==> src/rtl/if_pkg.sv <==
// Shared types and constants for the RV32I instruction-fetch stage.
// The fetch FSM state type is exported so the IF/ID register and benches can reference it.
package if_pkg;

  typedef enum logic [1:0] {
    FETCH = 2'd0,
    WAIT  = 2'd1,
    HOLD  = 2'd2
  } fetch_state_e;

  localparam logic [31:0] INSTR_NOP        = 32'h0000_0013;
  localparam logic [31:0] RESET_PC_DEFAULT = 32'h0000_0000;

  function automatic logic [31:0] word_align(input logic [31:0] addr);
    return {addr[31:2], 2'b00};
  endfunction

endpackage

==> src/rtl/if_id_reg.sv <==
// IF/ID pipeline register: load a fetched word, hold on stall, or fall back to a NOP bubble.
// A flush beats both load and stall so a redirect never lets a wrong-path word through.
module if_id_reg
  import if_pkg::*;
#(
  parameter logic [31:0] NOP_INSTR = INSTR_NOP
) (
  input  logic        clk,
  input  logic        rst,
  input  logic        i_flush,
  input  logic        i_load,
  input  logic        i_stall,
  input  logic [31:0] i_instr,
  input  logic [31:0] i_pc,
  output logic        o_valid,
  output logic [31:0] o_instr,
  output logic [31:0] o_pc,
  output logic [31:0] o_pc4
);

  logic        r_valid;
  logic [31:0] r_instr;
  logic [31:0] r_pc;
  logic [31:0] r_pc4;

  always_ff @(posedge clk) begin
    if (rst) begin
      r_valid <= 1'b0;
      r_instr <= NOP_INSTR;
      r_pc    <= 32'h0;
      r_pc4   <= 32'h0;
    end else if (i_flush) begin
      r_valid <= 1'b0;
      r_instr <= NOP_INSTR;
    end else if (i_load) begin
      r_valid <= 1'b1;
      r_instr <= i_instr;
      r_pc    <= i_pc;
      r_pc4   <= i_pc + 32'd4;
    end else if (!i_stall) begin
      r_valid <= 1'b0;
      r_instr <= NOP_INSTR;
    end
  end

  assign o_valid = r_valid;
  assign o_instr = r_instr;
  assign o_pc    = r_pc;
  assign o_pc4   = r_pc4;

endmodule

==> src/rtl/fetch_stage.sv <==
// RV32I IF stage: PC, single-outstanding fetch FSM, kill flag for redirected responses,
// and a one-word skid buffer used when a response lands while the Decoder is stalled.
module fetch_stage
  import if_pkg::*;
#(
  parameter logic [31:0] RESET_PC  = RESET_PC_DEFAULT,
  parameter logic [31:0] NOP_INSTR = INSTR_NOP
) (
  input  logic        clk,
  input  logic        rst,
  output logic        imem_req,
  output logic [31:0] imem_addr,
  input  logic        imem_ready,
  input  logic        imem_rvalid,
  input  logic [31:0] imem_rdata,
  input  logic        redirect_valid,
  input  logic [31:0] redirect_pc,
  input  logic        id_stall,
  output logic        id_valid,
  output logic [31:0] id_instr,
  output logic [31:0] id_pc,
  output logic [31:0] id_pc4
);

  fetch_state_e r_state;
  logic [31:0]  r_pc;
  logic         r_kill;
  logic [31:0]  r_skid;

  logic         w_id_valid;
  logic         w_take_rsp;
  logic         w_take_skid;
  logic         w_load;
  logic [31:0]  w_load_instr;

  // A response may go straight into IF/ID only if the slot is free or draining this cycle.
  assign w_take_rsp   = (r_state == WAIT) && imem_rvalid && !r_kill && (!id_stall || !w_id_valid);
  assign w_take_skid  = (r_state == HOLD) && !id_stall;
  assign w_load       = !redirect_valid && (w_take_rsp || w_take_skid);
  assign w_load_instr = (r_state == HOLD) ? r_skid : imem_rdata;

  assign imem_req  = (r_state == FETCH) && !rst;
  assign imem_addr = r_pc;

  always_ff @(posedge clk) begin
    if (rst) begin
      r_pc    <= RESET_PC;
      r_state <= FETCH;
      r_kill  <= 1'b0;
    end else if (redirect_valid) begin
      r_pc <= word_align(redirect_pc);
      case (r_state)
        FETCH: begin
          // The old-pc request was accepted this cycle; its response must be dropped.
          if (imem_ready) begin
            r_state <= WAIT;
            r_kill  <= 1'b1;
          end
        end
        WAIT: begin
          if (imem_rvalid) begin
            r_state <= FETCH;
            r_kill  <= 1'b0;
          end else begin
            r_kill  <= 1'b1;
          end
        end
        default: r_state <= FETCH;
      endcase
    end else begin
      case (r_state)
        FETCH: if (imem_ready) r_state <= WAIT;
        WAIT: begin
          if (imem_rvalid) begin
            if (r_kill) begin
              r_kill  <= 1'b0;
              r_state <= FETCH;
            end else if (!id_stall || !w_id_valid) begin
              r_pc    <= r_pc + 32'd4;
              r_state <= FETCH;
            end else begin
              r_state <= HOLD;
            end
          end
        end
        HOLD: begin
          if (!id_stall) begin
            r_pc    <= r_pc + 32'd4;
            r_state <= FETCH;
          end
        end
        default: r_state <= FETCH;
      endcase
    end
  end

  always_ff @(posedge clk) begin
    if ((r_state == WAIT) && imem_rvalid) r_skid <= imem_rdata;
  end

  if_id_reg #(
    .NOP_INSTR (NOP_INSTR)
  ) u_if_id (
    .clk     (clk),
    .rst     (rst),
    .i_flush (redirect_valid),
    .i_load  (w_load),
    .i_stall (id_stall),
    .i_instr (w_load_instr),
    .i_pc    (r_pc),
    .o_valid (w_id_valid),
    .o_instr (id_instr),
    .o_pc    (id_pc),
    .o_pc4   (id_pc4)
  );

  assign id_valid = w_id_valid;

endmodule

==> config.mk <==
export PLATFORM = sky130hd
export DESIGN_NAME = fetch_stage
export DESIGN_NICKNAME = d
export VERILOG_FILES = /design/src/rtl/if_pkg.sv /design/src/rtl/if_id_reg.sv /design/src/rtl/fetch_stage.sv
export SDC_FILE = /design/constraint.sdc
export NUM_CORES = 1
export LEC_CHECK = 0
export CAP_MARGIN = 10
export CORE_AREA = 2 2 149 166
export DETAILED_ROUTE_END_ITERATION = 6
export DIE_AREA = 0 0 151 168
export MAX_ROUTING_LAYER = met4
export SETUP_SLACK_MARGIN = 0.4
export SLEW_MARGIN = 20
export SYNTH_ARGS = -nofsm -noshare
export SYNTH_HDL_FRONTEND = slang
export SYNTH_SLANG_ARGS = --single-unit
==> constraint.sdc <==
create_clock -name clk -period 3.5 [get_ports clk]
set_input_delay 0.875 -clock clk [delete_from_list [all_inputs] [get_ports clk]]
set_output_delay 0.875 -clock clk [all_outputs]
set_load 0.005 [all_outputs]
==> run metrics, run 1 <==
GPL Wtd Cong=0.732; All-Layer GR Usage=16.7%; asr flop ratio synth=0%; drt pass-1 iters=5; Fin Clk Skew=0.0107 ns; YS warnings=0; Seq/Total Area, Yosys=49.6%; Crit. End Element=output port; post-CTS setup buffers=0; endpoints failing setup=0; FF-to-FF End=u_if_id.o_pc4[22]$_SDFFE_PP0P_; HP Class=reg -> reg; hold buffer count at cts=0; Layout Cells excl Fill=1,315; DR vias=6,121; TritonCTS clock tree=built; Ant. Diodes=0; Initial DRC Count=316; worst-margin pin slew=0.737 ns; worst skew pair latency=0.42 ns; Post-synth EDFFs=32; Die ar.=25,400 µm²; DRC=0; vias in the first global route=5,739; hold depth=2; Worst-path clk slew=0.07 ns; Final Slew Violations=0; period utilization=74.4%; H-tree depth=4; FMAX=384 MHz; number of port buffers=191; post-synth cell types=46; first-pass GRT wire length=32,400 µm; Core ar.=23,900 µm²; share of post-route cells with drive strength above 1=6.57%; clk root buf=clkbuf_16; CP arrival=1.73 ns; Synth Register Bits=158; status=complete, no violations; DP HPWL=13,300 µm; Hold Crit Endpoint=u_if_id.o_pc[17]$_SDFFE_PP0P_; vias per inst=4.65; largest net degree at the start of global routing=73; R2R Setup Slk=1.10 ns; Tmin final=2.60 ns; GR Overflow Total=0; initial antenna violation count=0; mean post-synth cell area=8.40 µm²; min-delay src=u_if_id.o_pc[17]$_SDFFE_PP0P_; Starting Density=29.4%; Fin. Hold Viols=0; I/O pin count=200; Die Ht=168 µm; Max Cap Viol=0; Routed wire per std cell=15.4 µm; Tot Pwr=4.20 mW; Layout fillers=2,457; Layout area overhead=38.6%; worst hold margin=0.454 ns; RSZ-0062 raised after global routing=no; Cell Pwr Density=432 nW/µm²; most common flop cell mapped by yosys=dfxtp_1; cts repair resizes=0; Slew HR=50.6%; CP max FO=2; CP required=2.62 ns; Final Util=40.8%; setup_tns=0 ns; Final Net Count=1,063; post-synthesis instance total=835; worst r2r src=imem_addr[3]$_SDFFE_PP0P_; Worst Setup Start Kind=input pin; CTS Buf Count=17; synthesized cell area=7020 µm²; row count=60; worst vdd ir=0.320 mV; R2R cell count=6; Leak=3.40 nW; clock sink total=158; critical path class=in -> out; clock buffer depth=2; post-route ant nets=0; overall routed net length=20,200 µm; die width=151 µm; placed cell count=1,283
sequential cells by signal (all words and copies together) (netlist names):
name             flops
u_if_id.o_pc4       30
r_skid              32
u_if_id.o_instr     32
u_if_id.o_pc        30
u_if_id.o_valid      1
r_kill               1
imem_addr           30
r_state              2
metal layers:
layer	track usage [%]	routed length (µm)
met2	25.3	9210
met5	-	0
met4	4.92	251
met1	22.0	9420
met3	4.28	1300
worst max-delay path by stage:
stage / start / to
final: rst / imem_req
after global routing: id_stall / u_if_id.o_instr[6]$_SDFFE_PP0P_
after CTS: rst / imem_req
after detailed placement: id_stall / u_if_id.o_instr[12]$_SDFFE_PP0P_
after global placement: id_stall / u_if_id.o_instr[7]$_SDFFE_PP0P_
after floorplan: imem_rvalid / r_skid[0]$_DFFE_PN_
critical path, cell delays in order:
cell,delay [ns]
buf_4,0.13
nor3_1,0.16
clkdlybuf4s50_1,0.56
cells by family after synthesis:
family / share of synthesized area (%)
AND/OR/NAND/NOR: 23.4
flip-flops: 49.6
other: 0.0534
buffers and inverters: 6.13
XOR/XNOR: 6.49
multiplexers: 0.285
AO/OA/AOI/OAI: 13.9
adder cells (fa/ha/maj): 0.178
cell usage in the layout (no fill, tap or decap), types with 3 or more instances in the layout:
master	count
inv_6	3
edfxtp_1	32
o21ai_0	9
nand2_1	211
nand4_1	11
o21a_1	24
nor4_1	3
clkinv_2	4
dfxtp_1	126
xor2_1	20
and3_1	7
nor3_1	9
or3_1	4
buf_4	14
nor2_1	43
a21oi_1	91
clkbuf_16	18
nand3_1	47
nor3b_1	4
inv_1	27
a211oi_1	26
a21o_1	5
conb_1	6
xnor2_1	32
clkdlybuf4s50_1	189
Yosys cell counts, types with 2 or more instances:
| master | instances | area share (%) |
|---|---|---|
| buf_2 | 18 | 1.3 |
| nor3_1 | 9 | 0.64 |
| nand3_1 | 47 | 3.4 |
| nor2_1 | 45 | 2.4 |
| xnor2_1 | 32 | 4.0 |
| a21oi_1 | 91 | 6.5 |
| nor4_4 | 2 | 0.61 |
| nor4_1 | 3 | 0.27 |
| and3_1 | 7 | 0.62 |
| edfxtp_1 | 32 | 14 |
| nor3_2 | 2 | 0.29 |
| nand2_1 | 211 | 11 |
| clkbuf_1 | 45 | 2.4 |
| o21ai_0 | 9 | 0.64 |
| buf_4 | 6 | 0.64 |
| nand2b_1 | 2 | 0.18 |
| nor3b_1 | 4 | 0.43 |
| mux2i_1 | 2 | 0.29 |
| nand4_1 | 11 | 0.98 |
| xor2_1 | 20 | 2.5 |
| o21a_1 | 24 | 2.6 |
| a21o_1 | 5 | 0.53 |
| clkbuf_2 | 2 | 0.14 |
| or3_1 | 4 | 0.36 |
| or2_2 | 2 | 0.18 |
| a211oi_2 | 2 | 0.36 |
| a211oi_1 | 26 | 2.8 |
| dfxtp_1 | 126 | 36 |
| and4_1 | 2 | 0.25 |
| nand4_4 | 2 | 0.61 |
| inv_1 | 27 | 1.4 |
power breakdown:
group	switching (mW)	leakage [nW]	internal [mW]
Clock	0.794	0.280	1.03
Sequential	0.0650	1.32	1.92
Combinational	0.183	1.80	0.218
layout make-up:
cell class	count	area [µm²]	share of cell area, %
Sequential cell	158	3480	35.8
Multi-Input combinational cell	582	3150	32.4
Timing Repair Buffer	206	2040	21.0
Clock buffer	20	458	4.71
Tap cell	310	388	3.99
Clock inverter	12	108	1.11
Inverter	27	101	1.04
stage by stage:
stage / worst slack (ns) / cell area [µm²]
after floorplan: 0.765 / 7040
after detailed placement: 0.459 / 9160
after global placement: 0.499 / 9160
after CTS: 0.897 / 9730
after global routing: 0.733 / 9730
final: 0.895 / 9730
(Power assumes the default switching activity.)
==> run 2: changes to the inputs <==
==> constraint.sdc (replaced) <==
create_clock -name clk -period 2.6 [get_ports clk]
set_input_delay 0.65 -clock clk [delete_from_list [all_inputs] [get_ports clk]]
set_output_delay 0.65 -clock clk [all_outputs]
set_load 0.005 [all_outputs]
==> run 2 against run 1 <==
Compared with the run above:
- critical path type is now in -> reg
- cell count increased by 1.5%
- sequential cell count unchanged
- via count increased by 0.69%
- die area unchanged
- count of clock-buffer cells in the layout decreased by 2
- clock power increased by 36%
- non-clock buffer count increased by 18
- critical path depth increased by 6
- total power increased by 36%
- utilization increased by 1.2 points
- setup slack got worse by 0.44 ns
- register-to-register slack got worse by 0.51 ns
==> run metrics, run 2 (synthesis gave the netlist of run 1 again) <==
Cell Pwr Density=571 nW/µm² (was 432 nW/µm²); Worst Setup Start Kind=input pin (unchanged); clk root buf=clkbuf_16 (unchanged); Layout area overhead=42.6% (was 38.6%); worst vdd ir=0.390 mV (was 0.320 mV); TritonCTS clock tree=built (unchanged); placed cell count=1,297 (was 1,283); Crit. End Element=flop (was output port); most common cell after layout, fill and taps aside=nand2_1 (unchanged); critical path class=in -> reg (was in -> out); GR Overflow Total=0 (unchanged); hold depth=2 (unchanged); Layout Cells excl Fill=1,335 (was 1,315); CP peak stage delay=0.49 ns (was 0.56 ns); number of port buffers=191 (unchanged); Combinational Power Share=10.4% (was 9.5%); worst-margin pin slew=0.671 ns (was 0.737 ns); DR vias=6,163 (was 6,121); worst hold margin=0.454 ns (about the same); most frequent cells in the layout=211 x nand2_1, 186 x clkdlybuf4s50_1, 120 x dfxtp_1 (was 211 x nand2_1, 189 x clkdlybuf4s50_1, 126 x dfxtp_1); worst skew pair latency=0.42 ns (about the same); I/O pin count=200 (unchanged); Int Pwr=4.26 mW (was 3.16 mW); DP HPWL=13,700 µm (was 13,300 µm); Final Net Count=1,081 (was 1,063); register share of total power=46.4% (was 47.1%); row count=60 (unchanged); All-Layer GR Usage=16.4% (was 16.7%); CP max FO=18 (was 2); Core ar.=23,900 µm² (unchanged); Die Ht=168 µm (unchanged); Slew HR=55.3% (was 50.6%); Psw=1.45 mW (was 1.04 mW); drt pass-1 iters=4 (was 5); CTS Buf Count=17 (unchanged); Layout fillers=2,403 (was 2,457); clock buffer depth=2 (unchanged); RSZ-0062 raised after global routing=no (unchanged); H-tree depth=4 (unchanged); most used cell, CP=buf_12; worst path cell trace=clkdlybuf4s50_1 -> and4bb_2 -> a2bb2oi_2 -> buf_12 -> nor2_4 -> buf_12 -> buf_12 -> nor2_1 -> a211oi_1 (was buf_4 -> nor3_1 -> clkdlybuf4s50_1); vias per inst=4.62 (was 4.65); Leak=3.54 nW (was 3.40 nW); setup_tns=0 ns (unchanged); Initial DRC Count=244 (was 316); CP arrival=2.48 ns (was 1.73 ns); Worst-path clk slew=0.07 ns (about the same); Final Slew Violations=0 (unchanged); DRC=0 (unchanged); largest net degree at the start of global routing=58 (was 73); initial antenna violation count=1 (was 0); vias in the first global route=5,904 (was 5,739); GPL Wtd Cong=0.744 (was 0.732); CP required=2.93 ns (was 2.62 ns); CP max stage cell=clkdlybuf4s50_1 (unchanged); overall routed net length=20,700 µm (was 20,200 µm); period utilization=82.6%; FMAX=466 MHz; Max Cap Viol=0 (unchanged); Fin Clk Skew=0.0124 ns (was 0.0107 ns); die width=151 µm (unchanged); switching share of total power=25.4% (was 24.8%); Clock power frac=43.2% (was 43.3%); hold buffer count at cts=0 (unchanged); design area=10,000 µm² (was 9730 µm²); placed cell area=9340 µm² (was 9160 µm²); status=complete, no violations (unchanged); share of post-route cells with drive strength above 1=8.99% (was 6.57%); Fin. Hold Viols=0 (unchanged); clock sink total=158 (unchanged); Routed wire per std cell=15.5 µm (was 15.4 µm); R2R cell count=6 (unchanged); first-pass GRT wire length=31,800 µm (was 32,400 µm); HP Class=reg -> reg (unchanged); Starting Density=29.4% (unchanged); endpoints failing setup=0 (unchanged); post-route ant nets=0 (unchanged); Tmin final=2.15 ns; Die ar.=25,400 µm² (unchanged)
==> run 2: worst paths after layout <==
check	startpoint	endpoint	slack (ns)
setup reg to reg	imem_addr[2]$_SDFFE_PP0P_	u_if_id.o_pc4[20]$_SDFFE_PP0P_	0.59
hold / removal	u_if_id.o_pc[4]$_SDFFE_PP0P_	u_if_id.o_pc[4]$_SDFFE_PP0P_	0.45
setup / recovery	imem_rvalid	u_if_id.o_pc4[21]$_SDFFE_PP0P_	0.45
hold reg to reg	u_if_id.o_pc[4]$_SDFFE_PP0P_	u_if_id.o_pc[4]$_SDFFE_PP0P_	0.45
==> run 2: critical path, delay by kind of cell <==
| family | cells | cell delay, ns |
|---|---|---|
| AND/OR/NAND/NOR | 3 | 0.55 |
| AO/OA/AOI/OAI | 2 | 0.31 |
| buffers and inverters | 4 | 0.95 |
==> run 2: final cells by class <==
type	count	area (µm²)	share of cell area, %
diodes	2	5.00	0.0500
clock buffers	18	439	4.39
clock inverters	14	133	1.33
inverters	27	101	1.01
multi-input cells	582	3150	31.5
flip-flops and latches	158	3490	34.9
well taps	310	388	3.88
repair buffers	224	2300	23.0
==> run 2: per-layer routing <==
layer | track usage [%] | routed length, µm | vias to the layer above
met1 | 21.0 | 9510 | 2854
met2 | 25.5 | 9590 | 161
li1 | - | - | 3134
met3 | 4.85 | 1400 | 14
met4 | 4.19 | 246 | 0
met5 | - | 0 | -
==> run 2: power by group through the flow <==
stage	logic, mW	registers (mW)	clock network, mW
after CTS	0.591	2.65	2.55
final	0.593	2.65	2.47
after global routing	0.652	2.66	2.64
after floorplan	0.271	2.69	0
after global placement	0.587	2.70	0
after detailed placement	0.589	2.71	0
==> run 2: stage by stage <==
step / total power, mW / utilization [%] / setup slack (ns)
2_1_floorplan: 2.96 / - / 0.615
3_3_place_gp: 3.29 / 39.1 / 0.0774
3_5_place_dp: 3.29 / 39.1 / 0.00209
4_1_cts: 5.80 / 41.5 / 0.403
5_1_grt: 5.96 / 41.9 / 0.402
6_report: 5.71 / 41.9 / 0.454
==> run 2: repair_timing <==
action | CTS | global route
setup buffers | 0 | 2
endpoints found under the setup margin | 4 | 16
cloned | 0 | 2
pin swaps | 0 | 2
gates resized for setup | 4 | 6
==> run 3: changes to the inputs <==
==> constraint.sdc (replaced) <==
create_clock -name clk -period 2.1 [get_ports clk]
set_input_delay 0.525 -clock clk [delete_from_list [all_inputs] [get_ports clk]]
set_output_delay 0.525 -clock clk [all_outputs]
set_load 0.005 [all_outputs]
==> run 3 against run 2 <==
Compared with the run above:
- combinational power up 75%
- register-to-register slack worse by 0.38 ns
- sequential share of layout area shrank 5.7 points
- die area stayed put
- largest power group unchanged
- highest routed layer unchanged
==> run metrics, run 3 (synthesis gave the netlist of run 1 again) <==
clk root buf=clkbuf_16 (unchanged); Slew HR=37.8% (was 55.3%); first-pass GRT wire length=36,400 µm (was 31,800 µm); Fin. Hold Viols=0 (unchanged); vias in the first global route=6,650 (was 5,904); Starting Density=29.4% (unchanged); Layout area overhead=74.9% (was 42.6%); Core ar.=23,900 µm² (unchanged); I/O pin count=200 (unchanged); RSZ-0062 raised after global routing=yes (was no); Critical Path Start=r_state[1]$_SDFFE_PP0P_ (was imem_rvalid); Initial DRC Count=313 (was 244); initial antenna violation count=2 (was 1); critical path class=reg -> reg (was in -> reg); endpoints failing setup=0 (unchanged); FMAX=528 MHz; Max Cap Viol=0 (unchanged); vias per inst=4.73 (was 4.62); hold buffer count at cts=0 (unchanged); CP arrival=2.24 ns (was 2.48 ns); TritonCTS clock tree=built (unchanged); Fin Clk Skew=0.0149 ns (was 0.0124 ns); worst r2r src=r_state[1]$_SDFFE_PP0P_ (was imem_addr[2]$_SDFFE_PP0P_); most frequent cells in the layout=161 x nand2_1, 113 x dlygate4sd2_1, 77 x dfxtp_1 (was 211 x nand2_1, 186 x clkdlybuf4s50_1, 120 x dfxtp_1); overall routed net length=23,900 µm (was 20,700 µm); worst vdd ir=0.508 mV (was 0.390 mV); worst skew pair latency=0.42 ns (about the same); HP Class=reg -> reg (unchanged); FF-to-FF End=u_if_id.o_pc[16]$_SDFFE_PP0P_ (was u_if_id.o_pc4[20]$_SDFFE_PP0P_); period utilization=90.1%; post-route ant nets=0 (unchanged); Cell Pwr Density=590 nW/µm² (was 571 nW/µm²); R2R cell count=10 (was 6); Die Ht=168 µm (unchanged); clock buffer depth=2 (unchanged); Final Slew Violations=0 (unchanged); FF/Latch Area=3580 µm² (was 3490 µm²); Worst-path clk slew=0.06 ns (was 0.07 ns); CTS Buf Count=17 (unchanged); worst-margin pin slew=0.933 ns (was 0.671 ns); Crit. End Element=flop (unchanged); Layout Cells excl Fill=1,441 (was 1,335); placed cell count=1,325 (was 1,297); die width=151 µm (unchanged); CP required=2.44 ns (was 2.93 ns); clock sink total=158 (unchanged); Tot Pwr=7.24 mW (was 5.71 mW); Leak=5.27 nW (was 3.54 nW); Layout fillers=2,207 (was 2,403); row count=60 (unchanged); number of port buffers=191 (unchanged); DRC=0 (unchanged); Multi-input gate area=3980 µm² (was 3150 µm²); H-tree depth=4 (unchanged); Routed wire per std cell=16.6 µm (was 15.5 µm); Tmin final=1.89 ns; Die ar.=25,400 µm² (unchanged); status=complete, no violations (unchanged); DR vias=6,823 (was 6,163); Final Net Count=1,187 (was 1,081); GR Overflow Total=0 (unchanged); All-Layer GR Usage=19.0% (was 16.4%); GPL Wtd Cong=0.751 (was 0.744); DP HPWL=14,000 µm (was 13,700 µm); Setup crit end=u_if_id.o_pc[16]$_SDFFE_PP0P_ (was u_if_id.o_pc4[21]$_SDFFE_PP0P_); R2R Setup Slk=0.21 ns (was 0.59 ns); share of post-route cells with drive strength above 1=34.5% (was 8.99%); CP max FO=8 (was 18); Worst Setup Start Kind=flop (was input pin); largest net degree at the start of global routing=95 (was 58); most common cell after layout, fill and taps aside=nand2_1 (unchanged); drt pass-1 iters=6 (was 4)
[run 3: cell count changes in the layout (fill, tap and decap cells not counted), moves of 30 or more]
cell | previous run | this run
buf_6 | 0 | 41
nand2_1 | 211 | 161
a21oi_2 | 0 | 33
dfxtp_1 | 120 | 77
dlygate4sd2_1 | 2 | 113
clkdlybuf4s50_1 | 186 | 63
dfxtp_2 | 6 | 36
a21oi_1 | 91 | 58
[run 3: through the flow]
step	utilization, %	setup WS (ns)	instance area [µm²]	hold slack (ns)	TNS, ns
global route	51.4	0.142	12300	0.473	0
floorplan	-	0.390	7150	0.453	0
detailed placement	40.6	-0.276	9690	0.446	-23.97
finish	51.4	0.207	12300	0.451	0
global placement	40.6	-0.270	9690	0.441	-22.71
CTS	48.9	0.181	11700	0.451	0
[run 3: area by class of cell]
| cell class | instances | share of cell area (%) |
|---|---|---|
| sequential | 158 | 29.1 |
| clock inverter | 15 | 0.989 |
| clock buffer | 17 | 3.47 |
| timing repair buffer | 330 | 30.0 |
| inverter | 27 | 0.826 |
| multi-input combinational | 582 | 32.4 |
| antenna | 2 | 0.0408 |
| tap | 310 | 3.16 |
[run 3: critical path: stages, from the launching register on]
cell and delay (ns):
dfxtp_2 0.33, buf_6 0.11, and4bb_4 0.33, a2bb2oi_4 0.08, buf_12 0.14, nor2_4 0.20, buf_12 0.20, buf_4 0.15
buf_16 0.11, nand2_1 0.05, a21oi_1 0.11
[run 3: how the worst min path moves through the flow]
stage / from / to / slack (ns) / cells past startpoint
6_report: u_if_id.o_pc[10]$_SDFFE_PP0P_ / u_if_id.o_pc[10]$_SDFFE_PP0P_ / 0.45 / 2
5_1_grt: u_if_id.o_pc[21]$_SDFFE_PP0P_ / u_if_id.o_pc[21]$_SDFFE_PP0P_ / 0.47 / 2
4_1_cts: u_if_id.o_pc[16]$_SDFFE_PP0P_ / u_if_id.o_pc[16]$_SDFFE_PP0P_ / 0.45 / 2
3_5_place_dp: u_if_id.o_pc[29]$_SDFFE_PP0P_ / u_if_id.o_pc[29]$_SDFFE_PP0P_ / 0.45 / 2
3_3_place_gp: u_if_id.o_pc[21]$_SDFFE_PP0P_ / u_if_id.o_pc[21]$_SDFFE_PP0P_ / 0.44 / 2
2_1_floorplan: u_if_id.o_pc4[3]$_SDFFE_PP0P_ / u_if_id.o_pc4[3]$_SDFFE_PP0P_ / 0.45 / 2
[run 3: per-layer routing]
layer	global-route usage, %	wire (µm)	up-vias
met2	30.6	11700	195
met4	4.96	408	0
met5	-	0	-
li1	-	-	3374
met3	4.93	1440	27
met1	23.7	10400	3227
[run 3: repair_timing]
item                       CTS  global route
pin swaps                   77            63
gates cloned                18             1
gates resized for setup    329           126
setup endpoints to repair  244           135
setup buffers               49            14
[run 3: power breakdown]
part,internal [mW],leakage [nW],switching (mW)
Sequential,3.19,1.34,0.0725
Clock,1.62,0.258,1.31
Combinational,0.562,3.67,0.481
